File: config.mk
export PLATFORM = sky130hd
export DESIGN_NAME = restoring_divider
export DESIGN_NICKNAME = d
export VERILOG_FILES = /design/src/rtl/divider_pkg.sv /design/src/rtl/div_step.sv /design/src/rtl/restoring_divider.sv
export SDC_FILE = /design/constraint.sdc
export NUM_CORES = 1
export LEC_CHECK = 0
export CAP_MARGIN = 15
export CORE_MARGIN = 10
export CORE_UTILIZATION = 25
export CTS_CLUSTER_DIAMETER = 60
export DETAILED_ROUTE_END_ITERATION = 7
export DONT_BUFFER_PORTS = 1
export GPL_TIMING_DRIVEN = 0
export HOLD_SLACK_MARGIN = 0.06
export RECOVER_POWER = 100
export SKIP_CTS_REPAIR_TIMING = 1
export SYNTH_ARGS = -nofsm -noshare
export SYNTH_HDL_FRONTEND = slang
export SYNTH_SLANG_ARGS = --single-unit
File: constraint.sdc
create_clock -name clk -period 3.91 [get_ports clk]
set_input_delay 0.9775 -clock clk [delete_from_list [all_inputs] [get_ports clk]]
set_output_delay 0.9775 -clock clk [all_outputs]
set_load 0.005 [all_outputs]
File: src/rtl/divider_pkg.sv
// Shared types and defaults for the restoring divider.
package divider_pkg;

  typedef enum logic [1:0] {
    IDLE = 2'd0,
    CALC = 2'd1,
    DONE = 2'd2
  } state_t;

  localparam int DEFAULT_WIDTH = 4;

endpackage

File: src/rtl/div_step.sv
// One restoring-division step: shift {rem, quo} left, trial-subtract, restore on borrow.
module div_step
  import divider_pkg::*;
#(
  parameter int N = DEFAULT_WIDTH
) (
  input  logic [N-1:0] rem_i,
  input  logic [N-1:0] quo_i,
  input  logic [N-1:0] div_i,
  output logic [N-1:0] rem_o,
  output logic [N-1:0] quo_o
);

  logic [N:0] shifted;
  logic [N:0] diff;

  // rem_i < div_i always holds, so the shifted value fits N+1 bits and diff[N] is the borrow.
  assign shifted = {rem_i, quo_i[N-1]};
  assign diff    = shifted - {1'b0, div_i};
  assign rem_o   = diff[N] ? shifted[N-1:0] : diff[N-1:0];
  assign quo_o   = {quo_i[N-2:0], ~diff[N]};

endmodule

File: src/rtl/restoring_divider.sv
// Multi-cycle restoring divider: N-cycle shift/subtract loop with a zero-divisor fast path.
// Define DIVIDER_SIGNED_EN for two's-complement operands (sign fix-up around the unsigned core).
module restoring_divider
  import divider_pkg::*;
#(
  parameter int N = DEFAULT_WIDTH
) (
  input  logic         clk,
  input  logic         rst_n,
  input  logic         start,
  input  logic [N-1:0] dividend,
  input  logic [N-1:0] divisor,
  output logic         busy,
  output logic         done,
  output logic [N-1:0] quotient,
  output logic [N-1:0] remainder,
  output logic         div_by_zero
);

  localparam int CW = $clog2(N);
  localparam logic [CW-1:0] LAST = CW'(N - 1);

  state_t        state_q;
  logic [CW-1:0] cnt_q;
  logic [N-1:0]  prem_q, quo_q, dvs_q;
  logic [N-1:0]  prem_d, quo_d;
  logic [N-1:0]  quotient_q, remainder_q;
  logic          done_q, dbz_q;
  logic [N-1:0]  a_mag, b_mag, q_fin, r_fin;

`ifdef DIVIDER_SIGNED_EN
  logic qneg_q, rneg_q;

  // Most-negative magnitude is exact as an unsigned N-bit value, so wrap cases fall out naturally.
  assign a_mag = dividend[N-1] ? -dividend : dividend;
  assign b_mag = divisor[N-1]  ? -divisor  : divisor;
  assign q_fin = qneg_q ? -quo_d  : quo_d;
  assign r_fin = rneg_q ? -prem_d : prem_d;
`else
  assign a_mag = dividend;
  assign b_mag = divisor;
  assign q_fin = quo_d;
  assign r_fin = prem_d;
`endif

  div_step #(.N(N)) u_step (
    .rem_i (prem_q),
    .quo_i (quo_q),
    .div_i (dvs_q),
    .rem_o (prem_d),
    .quo_o (quo_d)
  );

  always_ff @(posedge clk or negedge rst_n) begin
    if (!rst_n) begin
      state_q     <= IDLE;
      cnt_q       <= '0;
      prem_q      <= '0;
      quo_q       <= '0;
      dvs_q       <= '0;
      quotient_q  <= '0;
      remainder_q <= '0;
      done_q      <= 1'b0;
      dbz_q       <= 1'b0;
`ifdef DIVIDER_SIGNED_EN
      qneg_q      <= 1'b0;
      rneg_q      <= 1'b0;
`endif
    end else begin
      done_q <= 1'b0;
      case (state_q)
        IDLE, DONE: begin
          state_q <= IDLE;
          if (start) begin
            if (divisor == '0) begin
              state_q     <= DONE;
              done_q      <= 1'b1;
              quotient_q  <= '1;
              remainder_q <= dividend;
              dbz_q       <= 1'b1;
            end else begin
              state_q <= CALC;
              dbz_q   <= 1'b0;
              cnt_q   <= '0;
              prem_q  <= '0;
              quo_q   <= a_mag;
              dvs_q   <= b_mag;
`ifdef DIVIDER_SIGNED_EN
              qneg_q  <= dividend[N-1] ^ divisor[N-1];
              rneg_q  <= dividend[N-1];
`endif
            end
          end
        end
        CALC: begin
          prem_q <= prem_d;
          quo_q  <= quo_d;
          cnt_q  <= cnt_q + 1'b1;
          if (cnt_q == LAST) begin
            state_q     <= DONE;
            done_q      <= 1'b1;
            quotient_q  <= q_fin;
            remainder_q <= r_fin;
          end
        end
        default: state_q <= IDLE;
      endcase
    end
  end

  assign busy        = (state_q == CALC);
  assign done        = done_q;
  assign quotient    = quotient_q;
  assign remainder   = remainder_q;
  assign div_by_zero = dbz_q;

endmodule
# Yosys cells after proc, flatten, opt, wreduce, memory -nomap -nowiden
# Cells that the tools add are included.
[word_totals]
reg_bits = 26
in_bits = 11
out_inout_bits = 11
word_cells = 54
[op_classes]
addsub = 2
eq_ne = 7
muxes = 26
bitwise = 2
n_reduce_logical = 8
[ops]
columns = ["op", "count"]
rows = [
  ["$mux W4", 11],
  ["$pmux W4 S2", 4],
  ["$mux W2", 5],
  ["$pmux W2 S2", 2],
  ["$ne A2 B2 Y1 const B", 3],
  ["$reduce_and A3 Y1", 2],
  ["$sub A5 B4 Y5", 1],
  ["$eq A2 B2 Y1 const B", 2],
  ["$logic_not A4 Y1", 1],
  ["$reduce_and A4 Y1", 1],
  ["$mux W1", 3],
  ["$add A2 B1 Y2 const B", 1],
  ["$eq A2 B1 Y1 const B", 1],
  ["$logic_not A2 Y1", 1],
  ["$ne A2 B1 Y1 const B", 1],
  ["$not A1 Y1", 2],
  ["$pmux W1 S2", 1],
  ["$reduce_and A2 Y1", 1],
  ["$reduce_bool A2 Y1", 1],
  ["$reduce_or A2 Y1", 1],
]

# Depth between registers and ports, before layout
[depth]
word_depth = 4
depth_mapped = 8
depth_no_buf = 8

# Hierarchy
# Synthesis repeated with hierarchy kept, for this count alone.
[unflattened]
hier_cells = 119
area_unflattened_um2 = 1332.5
[by_module_without_submodules]
columns = ["mod", "n_inst", "cells_per_inst", "area_each_um2"]
rows = [
  ["restoring_divider", 1, 92, 1106.1],
  ["div_step", 1, 27, 226.5],
]

# Worst setup path after synthesis
# Ideal clock, no wire load.
[synth_path]
path_kind = "input -> register"
from = "input port divisor[1]"
to = "register quo_q[0]"
setup_time_ns = 0.138
t_arrival_ns = 2.148
required_time_ns = 3.772
path_slack_ns = 1.624
path_stages = 6
path_buffers = 2
path_cell_list = "or4_4 -> nor2b_4 -> buf_6 -> buf_6 -> a211oi_2 -> a21oi_1"
[synth_via]
elab_chain_len = 3
[synth_rtl]
columns = ["item", "line_no", "source"]
rows = [
  ["start, declared", "restoring_divider.sv:12", "input logic [N-1:0] divisor,"],
  ["$logic_not A4 Y1", "restoring_divider.sv:75", "if (divisor == '0) begin"],
  ["$ne A2 B2 Y1 (no line)", "n/a", ""],
  ["$reduce_and A3 Y1 (no line)", "n/a", ""],
  ["end signal, assigned", "restoring_divider.sv:86", "quo_q <= a_mag;"],
  ["end signal, assigned", "restoring_divider.sv:97", "quo_q <= quo_d;"],
  ["end, declared", "restoring_divider.sv:25", "logic [N-1:0] prem_q, quo_q, dvs_q;"],
]
# No other way between the ends.
# A chain may end at the register's enable or synchronous reset.

# Worst setup path after layout
[layout_path]
from = "input port divisor[1]"
to = "register remainder_q[1] (netlist: remainder[1])"
[layout_via]
elab_chain_len = 3
[layout_rtl]
columns = ["item", "line_no", "source"]
rows = [
  ["$logic_not A4 Y1", "restoring_divider.sv:75", ""],
  ["$ne A2 B2 Y1 (no line)", "n/a", ""],
  ["$reduce_and A4 Y1 (no line)", "n/a", ""],
  ["end signal, assigned", "restoring_divider.sv:79", "remainder_q <= dividend;"],
  ["end signal, assigned", "restoring_divider.sv:103", "remainder_q <= r_fin;"],
  ["end, declared", "restoring_divider.sv:27", "logic [N-1:0] quotient_q, remainder_q;"],
]
# No other way between the ends.

==> summary.txt <==
Detailed routing
  • DRC errors left: 0
  • Wirelength per Cell: 15.5 µm
  • Post-route ant nets: 0
  • DR vias: 997
  • Mean number of vias per cell: 4.73
  • Final WL: 3270 µm
  • Pre-antenna DRT Iters: 4
  • Starting DRT DRC Count: 108

Worst setup path
  • FF-to-FF path depth: 8
  • FF-to-FF End: remainder[2]
  • CP Launch Type: primary input
  • Crit path capture type: flop
  • Critical path class: in -> reg
  • Worst R2R Start: quo_q[3]
  • Critical Path AT: 2690 ps
  • Reg2reg setup slack: 1380 ps
  • Worst endpoint required time: 4040 ps
  • Worst Path Max Fanout: 10

Clocking
  • CTS sink cnt: 26
  • H-tree level count: 1
  • Clock tree root driver cell: clkbuf_8
  • Clock-pin slew on the worst setup and hold paths: 100 ps
  • Clock Tree Buf Depth: 2
  • Clock Latency Late Sink: 270 ps
  • CTS tree: yes
  • Num CTS Buffers: 3

Power
  • Leak: 0.614 nW
  • Tot Pwr: 1.41 mW
  • Power density cells: 960 nW/µm²
  • Peak supply drop: 0.303 mV

Timing
  • Clock Skew: 4.37 ps
  • Final setup violating endpoints: 0
  • RSZ-0062 raised after global routing: false
  • Setup TNS: 0 ps
  • Period utilisation layout: 65.4%
  • Final hold viol count: 0
  • Worst Tran Pin Value: 625 ps
  • FMAX: 0.391 GHz
  • Pins Over Slew Limit: 0
  • WHS: 383 ps
  • Slew headroom: 58.4%
  • Crit path time final: 2560 ps

Placement
  • Final Wtd Congestion: 0.831
  • DP Area: 1440 µm²
  • Number of port buffers: 0
  • Post-DP HPWL: 2470 µm

Final layout
  • Design area: 1470 µm²
  • NumNets Final: 159
  • Filler cells: 546
  • Synth-to-Final Area Change: 8.61%
  • Most common cell after layout, fill and taps aside: dfrtp_1
  • Commonest cells after routing, fill and taps aside: dfrtp_1 (26), nand2_1 (18), o21ai_0 (15)
  • Layout cell share with drive strength beyond 1: 3.55%
  • Antenna cells: 0

Min path
  • Hold Crit Class: in -> async

Die
  • Die area: 8750 µm²
  • Initial Util: 26.1%
  • Std-Cell Rows: 26
  • Die Y: 93.5 µm
  • I/O pin count: 22
  • Die X: 93.5 µm
  • Core footprint: 5170 µm²

Global routing
  • Overall global routing resource usage: 7.90%
  • Total grt overflow: 0
  • Initial antenna violation count: 0
  • Global-route wire length before repair: 5430 µm
  • Largest net degree at the start of global routing: 27
  • Vias in the first global route: 1047

Synthesis
  • Post-Syn Nets: 154
  • Mapped Area: 1350 µm²
  • YS warnings: 0
  • Sequential area share after synthesis: 48.1%
  • Synthesized instance count: 137
  • Cell variety after synth: 34
  • Syn Area/Cell: 9.86 µm²
  • #FFs+latches synth: 26

Job
  • Max Cap Viol: 0

Status
  • Outcome: finished clean
## cell type report
class                           count  area, µm²  area share [%]
Multi-Input combinational cell     98        609            41.5
Inverter                            7       26.3            1.79
Tap cell                           70       87.6            5.97
Sequential cell                    26        651            44.3
Clock inverter                      1       30.0            2.05
Clock buffer                        3       41.3            2.81
Buffer                              6       22.5            1.53
## cells by family (layout without fill, tap and decap cells)
| group | count (synthesis) | in the layout | synth area share [%] |
|---|---|---|---|
| compound gates | 34 | 34 | 16.9 |
| xor+xnor | 3 | 3 | 1.94 |
| buf+inv | 13 | 17 | 5.00 |
| fa+ha+maj | 6 | 6 | 6.11 |
| mux | 4 | 4 | 3.06 |
| simple gates | 51 | 51 | 18.8 |
| flops | 26 | 26 | 48.1 |
## synth_stat cells
cell	n	area, µm²
dfrtp_1	26	651
nand2_1	18	67.6
o21ai_0	14	70.1
nor2_1	11	41.3
nand2b_1	8	50.1
ha_1	5	62.6
inv_1	5	18.8
a21oi_1	4	20.0
nand3_1	4	20.0
a31oi_1	3	18.8
a41oi_1	3	26.3
and3_1	3	18.8
clkbuf_1	3	11.3
mux2i_1	3	30.0
o22a_1	3	26.3
a211o_1	2	17.5
buf_6	2	22.5
nand3b_1	2	15.0
nor3_1	2	10.0
xnor2_1	2	17.5
a2111o_1	1	11.3
a2111oi_0	1	8.76
a211oi_2	1	12.5
a21oi_2	1	8.76
buf_4	1	7.51
clkinv_1	1	3.75
fa_1	1	20.0
inv_2	1	3.75
mux2_2	1	11.3
nor2b_1	1	6.26
nor2b_4	1	13.8
o21ai_2	1	8.76
or4_4	1	11.3
xor2_1	1	8.76
## worst max-delay path by stage
stage	from	endpoint	slack (ps)	cells after the start
6_report	divisor[1]	remainder[1]	1350	4
5_1_grt	quo_q[3]	remainder[2]	1050	8
4_1_cts	state_q[1]	busy	1420	3
3_5_place_dp	divisor[1]	quo_q[0]	1500	6
3_3_place_gp	divisor[1]	quo_q[0]	1510	6
2_1_floorplan	divisor[1]	quo_q[0]	1620	6
## report_power, final
part	total [mW]	leakage, nW	internal [mW]	switching [mW]
Clock	0.228	0.0357	0.137	0.0905
Combinational	0.682	0.268	0.282	0.400
Sequential	0.500	0.310	0.399	0.101
Total	1.41	0.614	0.818	0.592
## per-stage QoR
stage	std cells	util, %	setup WS [ps]
floorplan	137	-	1620
CTS	211	29.2	1420
detailed placement	207	27.8	1500
global placement	207	27.8	1510
global route	211	28.4	1050
finish	211	28.4	1350
## state kept, by name, indices dropped and copies added, names as in the netlist
name         flops
quo_q            4
quotient         4
prem_q           4
state_q          2
dvs_q            4
div_by_zero      1
done             1
remainder        4
cnt_q            2
## metal layers
layer,routed length (µm),vias to the layer above,GRT usage (%)
li1,-,488,-
met2,1610,16,12.5
met5,0,-,0
met3,118,8,2.32
met4,85,0,4.63
met1,1460,485,9.25
## critical path, cell delays in order
cell and delay [ps]:
or4_1 620, o21ai_0 480, clkbuf_1 430, a41oi_1 170
No activity file was read; power rests on OpenSTA's default activity.
==> edit 1 (same flow settings) <==
Add an input register stage for `start`, cleared by the reset; this delays it by one clock. The other inputs are not delayed to match.
--- a/src/rtl/restoring_divider.sv
+++ b/src/rtl/restoring_divider.sv
@@ -19,6 +19,16 @@
 
   localparam int CW = $clog2(N);
   localparam logic [CW-1:0] LAST = CW'(N - 1);
+
+  logic start_q;
+
+  always_ff @(posedge clk or negedge rst_n) begin
+    if (!rst_n) begin
+      start_q <= '0;
+    end else begin
+      start_q <= start;
+    end
+  end
 
   state_t        state_q;
   logic [CW-1:0] cnt_q;
@@ -71,7 +81,7 @@
       case (state_q)
         IDLE, DONE: begin
           state_q <= IDLE;
-          if (start) begin
+          if (start_q) begin
             if (divisor == '0) begin
               state_q     <= DONE;
               done_q      <= 1'b1;
Formal check against the unedited RTL: not equivalent (a bounded check fails within 4 cycles, from zero or initial values and one cycle with rst_n low).
==> edit 1 against the original RTL <==
Utilization shrank 0.35 points. Fmax is 5.6% lower. Critical path depth rose by 5. Total power decreased by 5.5%. Sequential share of layout area up 1.7 points. Sequential cell count up 1. Worst setup slack lost 0.15 ns. Routed wire length decreased by 1.7%. Cell area unchanged. Synthesized area increased by 1.9%. Synthesized cell count fell by 0.73%. Largest cell class unchanged.
==> edit 1: results (changes against the original RTL) <==
All-Layer GR Usage=0.0787 (-0.000259); cts bufs inserted=3 (unchanged); initial DRC count=49 (-55%); clk_lat worst skew=0.29 ns (+0.02 ns); Sw Share=0.440 (+0.0200); Post-Syn Nets=153 (-0.65%); Leak=0.599 nW (-2.5%); largest net degree at the start of global routing=28 (+3.7%); H-tree Lvls=1 (unchanged); most instantiated cells after synthesis=dfrtp_1 (27), nand2_1 (21), o21ai_0 (14); # fillers=536 (-1.8%); Post-Syn Area per Cell=10.1 µm² (+2.6%); Crit path arrival time=2.92 ns (+0.23 ns); Area contributors post-synth=dfrtp_1 (49%), nand2_1 (5.7%), o21ai_0 (5.1%), ha_1 (4.5%), mux2i_1 (2.9%); number of global-route vias before repair=1019 (-2.7%); Avg WL per Cell=15.3 µm (-1.2%); share of layout cells above drive strength 1=0.0571 (+0.0217); Root Buffer Master=clkbuf_8; Worst VDD drop=0.256 mV (-16%); status=completed; total wire length=3.22 mm (-1.7%); Gate power share=0.493 (+0.009); post-synth cell types=39 (+15%); Crit Path Max Fanout=9 (-1); part of the Yosys area used for sequential elements=0.491 (+0.00943); HPWL after detailed placement=2.41 mm (-2.5%); worst slew pin tran=0.680 ns (+0.0554 ns); GP Congestion=0.752 (-9.5%); Worst Skew=0.00536 ns (+0.000992 ns); Nets=158 (-0.63%); Avg Vias per Cell=4.55 (-3.8%); sequential power=502 µW (about the same); DP Worst Slack=1.44 ns (-0.0675 ns); cell total after placement=206 (-0.48%)
## edit 1: critical path, stage by stage, from the launching register on
cell and delay [ns]:
dfrtp_1 0.42, inv_1 0.09, ha_1 0.16, inv_1 0.05
fa_1 0.39, a21o_1 0.18, a21oi_1 0.56, mux2_2 0.40
and3_1 0.22, a31oi_1 0.17
## edit 1: logic make-up after synthesis
family | synth area share
compound gates | 0.147
xor+xnor | 0.0191
fa+ha+maj | 0.0600
buf+inv | 0.0500
flops | 0.491
mux | 0.0455
simple gates | 0.187
## edit 1: worst paths after layout
check / start / endpoint / slack, ns / cells after the start
max: quo_q[3] / remainder[2] / 1.20 / 9
min: rst_n / quo_q[0] / 0.37 / 0
max reg2reg: quo_q[3] / remainder[2] / 1.20 / 9
min reg2reg: quo_q[1] / quo_q[2] / 0.52 / 2
max in group asynchronous: rst_n / prem_q[0] / 3.46 / 0
min in group clk: quo_q[1] / quo_q[2] / 0.52 / 2
## edit 1: per-stage QoR
stage,cell area (µm²),total power [mW]
detailed placement,1460,1.21
global route,1470,1.49
CTS,1510,1.38
finish,1470,1.33
global placement,1460,1.20
floorplan,1380,1.04
## edit 1: final cells by class
type / instances / area, µm² / share of cell area
Buffer: 6 / 23.8 / 0.0162
Inverter: 7 / 26.3 / 0.0179
Clock buffer: 3 / 41.3 / 0.0281
Tap cell: 70 / 87.6 / 0.0597
Clock inverter: 1 / 7.51 / 0.00512
Sequential cell: 27 / 676 / 0.460
Multi-Input combinational cell: 96 / 606 / 0.413
## edit 1: layer usage
| layer | vias up | routed length, µm | global-route usage |
|---|---|---|---|
| met5 | - | 0 | 0 |
| met3 | 5 | 219 | 0.0272 |
| met1 | 452 | 1450 | 0.0980 |
| met2 | 17 | 1490 | 0.120 |
| li1 | 481 | - | - |
| met4 | 0 | 54 | 0.0342 |
==> edit 2 (config.mk and constraints unchanged) <==
Without the edit above. Change the package constant `DEFAULT_WIDTH` from 4 to 8.
--- a/src/rtl/divider_pkg.sv
+++ b/src/rtl/divider_pkg.sv
@@ -7,7 +7,7 @@
     DONE = 2'd2
   } state_t;
 
-  localparam int DEFAULT_WIDTH = 4;
+  localparam int DEFAULT_WIDTH = 8;
 
 endpackage
 
Interface: changed (resized dividend, divisor, quotient and remainder); port bits go from 22 to 38. The function was not compared with the original's and may differ.
==> edit 2 against the original RTL <==
Total power grew 85%. Sequential cell count increased by 21. Highest routed layer unchanged. Worst hold slack worse by 0.040 ns. Cell area is 79% higher. Routed wire length up 85%. Combinational power is 110% higher. Sequential power is 77% higher. Synthesized area up 78%. Critical path type is now register to register. Sequential share of layout area increased by 0.32 points. Worst setup slack worse by 0.64 ns.
==> edit 2: results (changes against the original RTL) <==
Synth Area in Adders=0.0605 (-0.000631); # fillers=1019 (+87%); global-route wire length before repair=9.90 mm (+82%); Nets=285 (+79%); part of the Yosys area used for sequential elements=0.490 (+0.00861); cell total after placement=377 (+82%); Post-Route M1 WL=2.64 mm (+81%); Area contributors post-synth=dfrtp_1 (49%), mux2i_1 (5.8%), nor2_1 (5.8%), ha_1 (5.2%), nand2_1 (5.0%); worst slew pin tran=1.20 ns (+0.577 ns); met1 GRT Util=0.103 (+0.0106); Post-Syn Nets=278 (+81%); met3 wirelength from detailed routing=413 µm (+250%); Crit path arrival time=3.42 ns (+0.73 ns); Avg Vias per Cell=4.54 (-3.9%); most instantiated cells after synthesis=dfrtp_1 (47), nor2_1 (37), nand2_1 (32); post-synth cell types=35 (+2.9%); Pre-antenna DRT Iters=5 (+1); number of global-route vias before repair=1796 (+72%); initial DRC count=91 (-16%); Worst Skew=0.0129 ns (+0.00852 ns); cells after synthesis=248 (+81%); status=completed; share of layout cells above drive strength 1=0.0547 (+0.0192); GR Util met2=0.141 (+0.0156); global routing usage on met3=0.0369 (+0.0137); Gate power share=0.537 (+0.053); worst r2r path cells=10 (+2); Worst Setup EP=remainder[0]; Post-Syn Area per Cell=9.68 µm² (-1.9%)
[edit 2: cell types whose count changed in the layout (fill, tap and decap cells not counted), moves of 6 or more]
cell and delta:
nand2_1 +14, o22ai_1 +7, a221oi_1 +6, clkbuf_1 +6, a21oi_1 +10, nor2_1 +26
mux2i_1 +11, dfrtp_1 +21
[edit 2: final cells by class]
class                   count  share of cell area
diodes                      1            0.000950
clock inverters             2             0.00618
plain buffers              12              0.0171
multi-input cells         178               0.421
clock buffers               6              0.0314
inverters                  11              0.0157
flip-flops and latches     47               0.447
well taps                 129              0.0613
[edit 2: stage by stage]
stage	power (mW)	hold slack (ns)	cell area, µm²	setup slack [ns]
4_1_cts	2.70	0.341	2660	1.11
2_1_floorplan	2.05	0.471	2400	1.37
5_1_grt	2.88	0.328	2630	0.449
6_report	2.61	0.342	2630	0.712
3_5_place_dp	2.37	0.499	2560	1.05
3_3_place_gp	2.33	0.486	2560	1.08
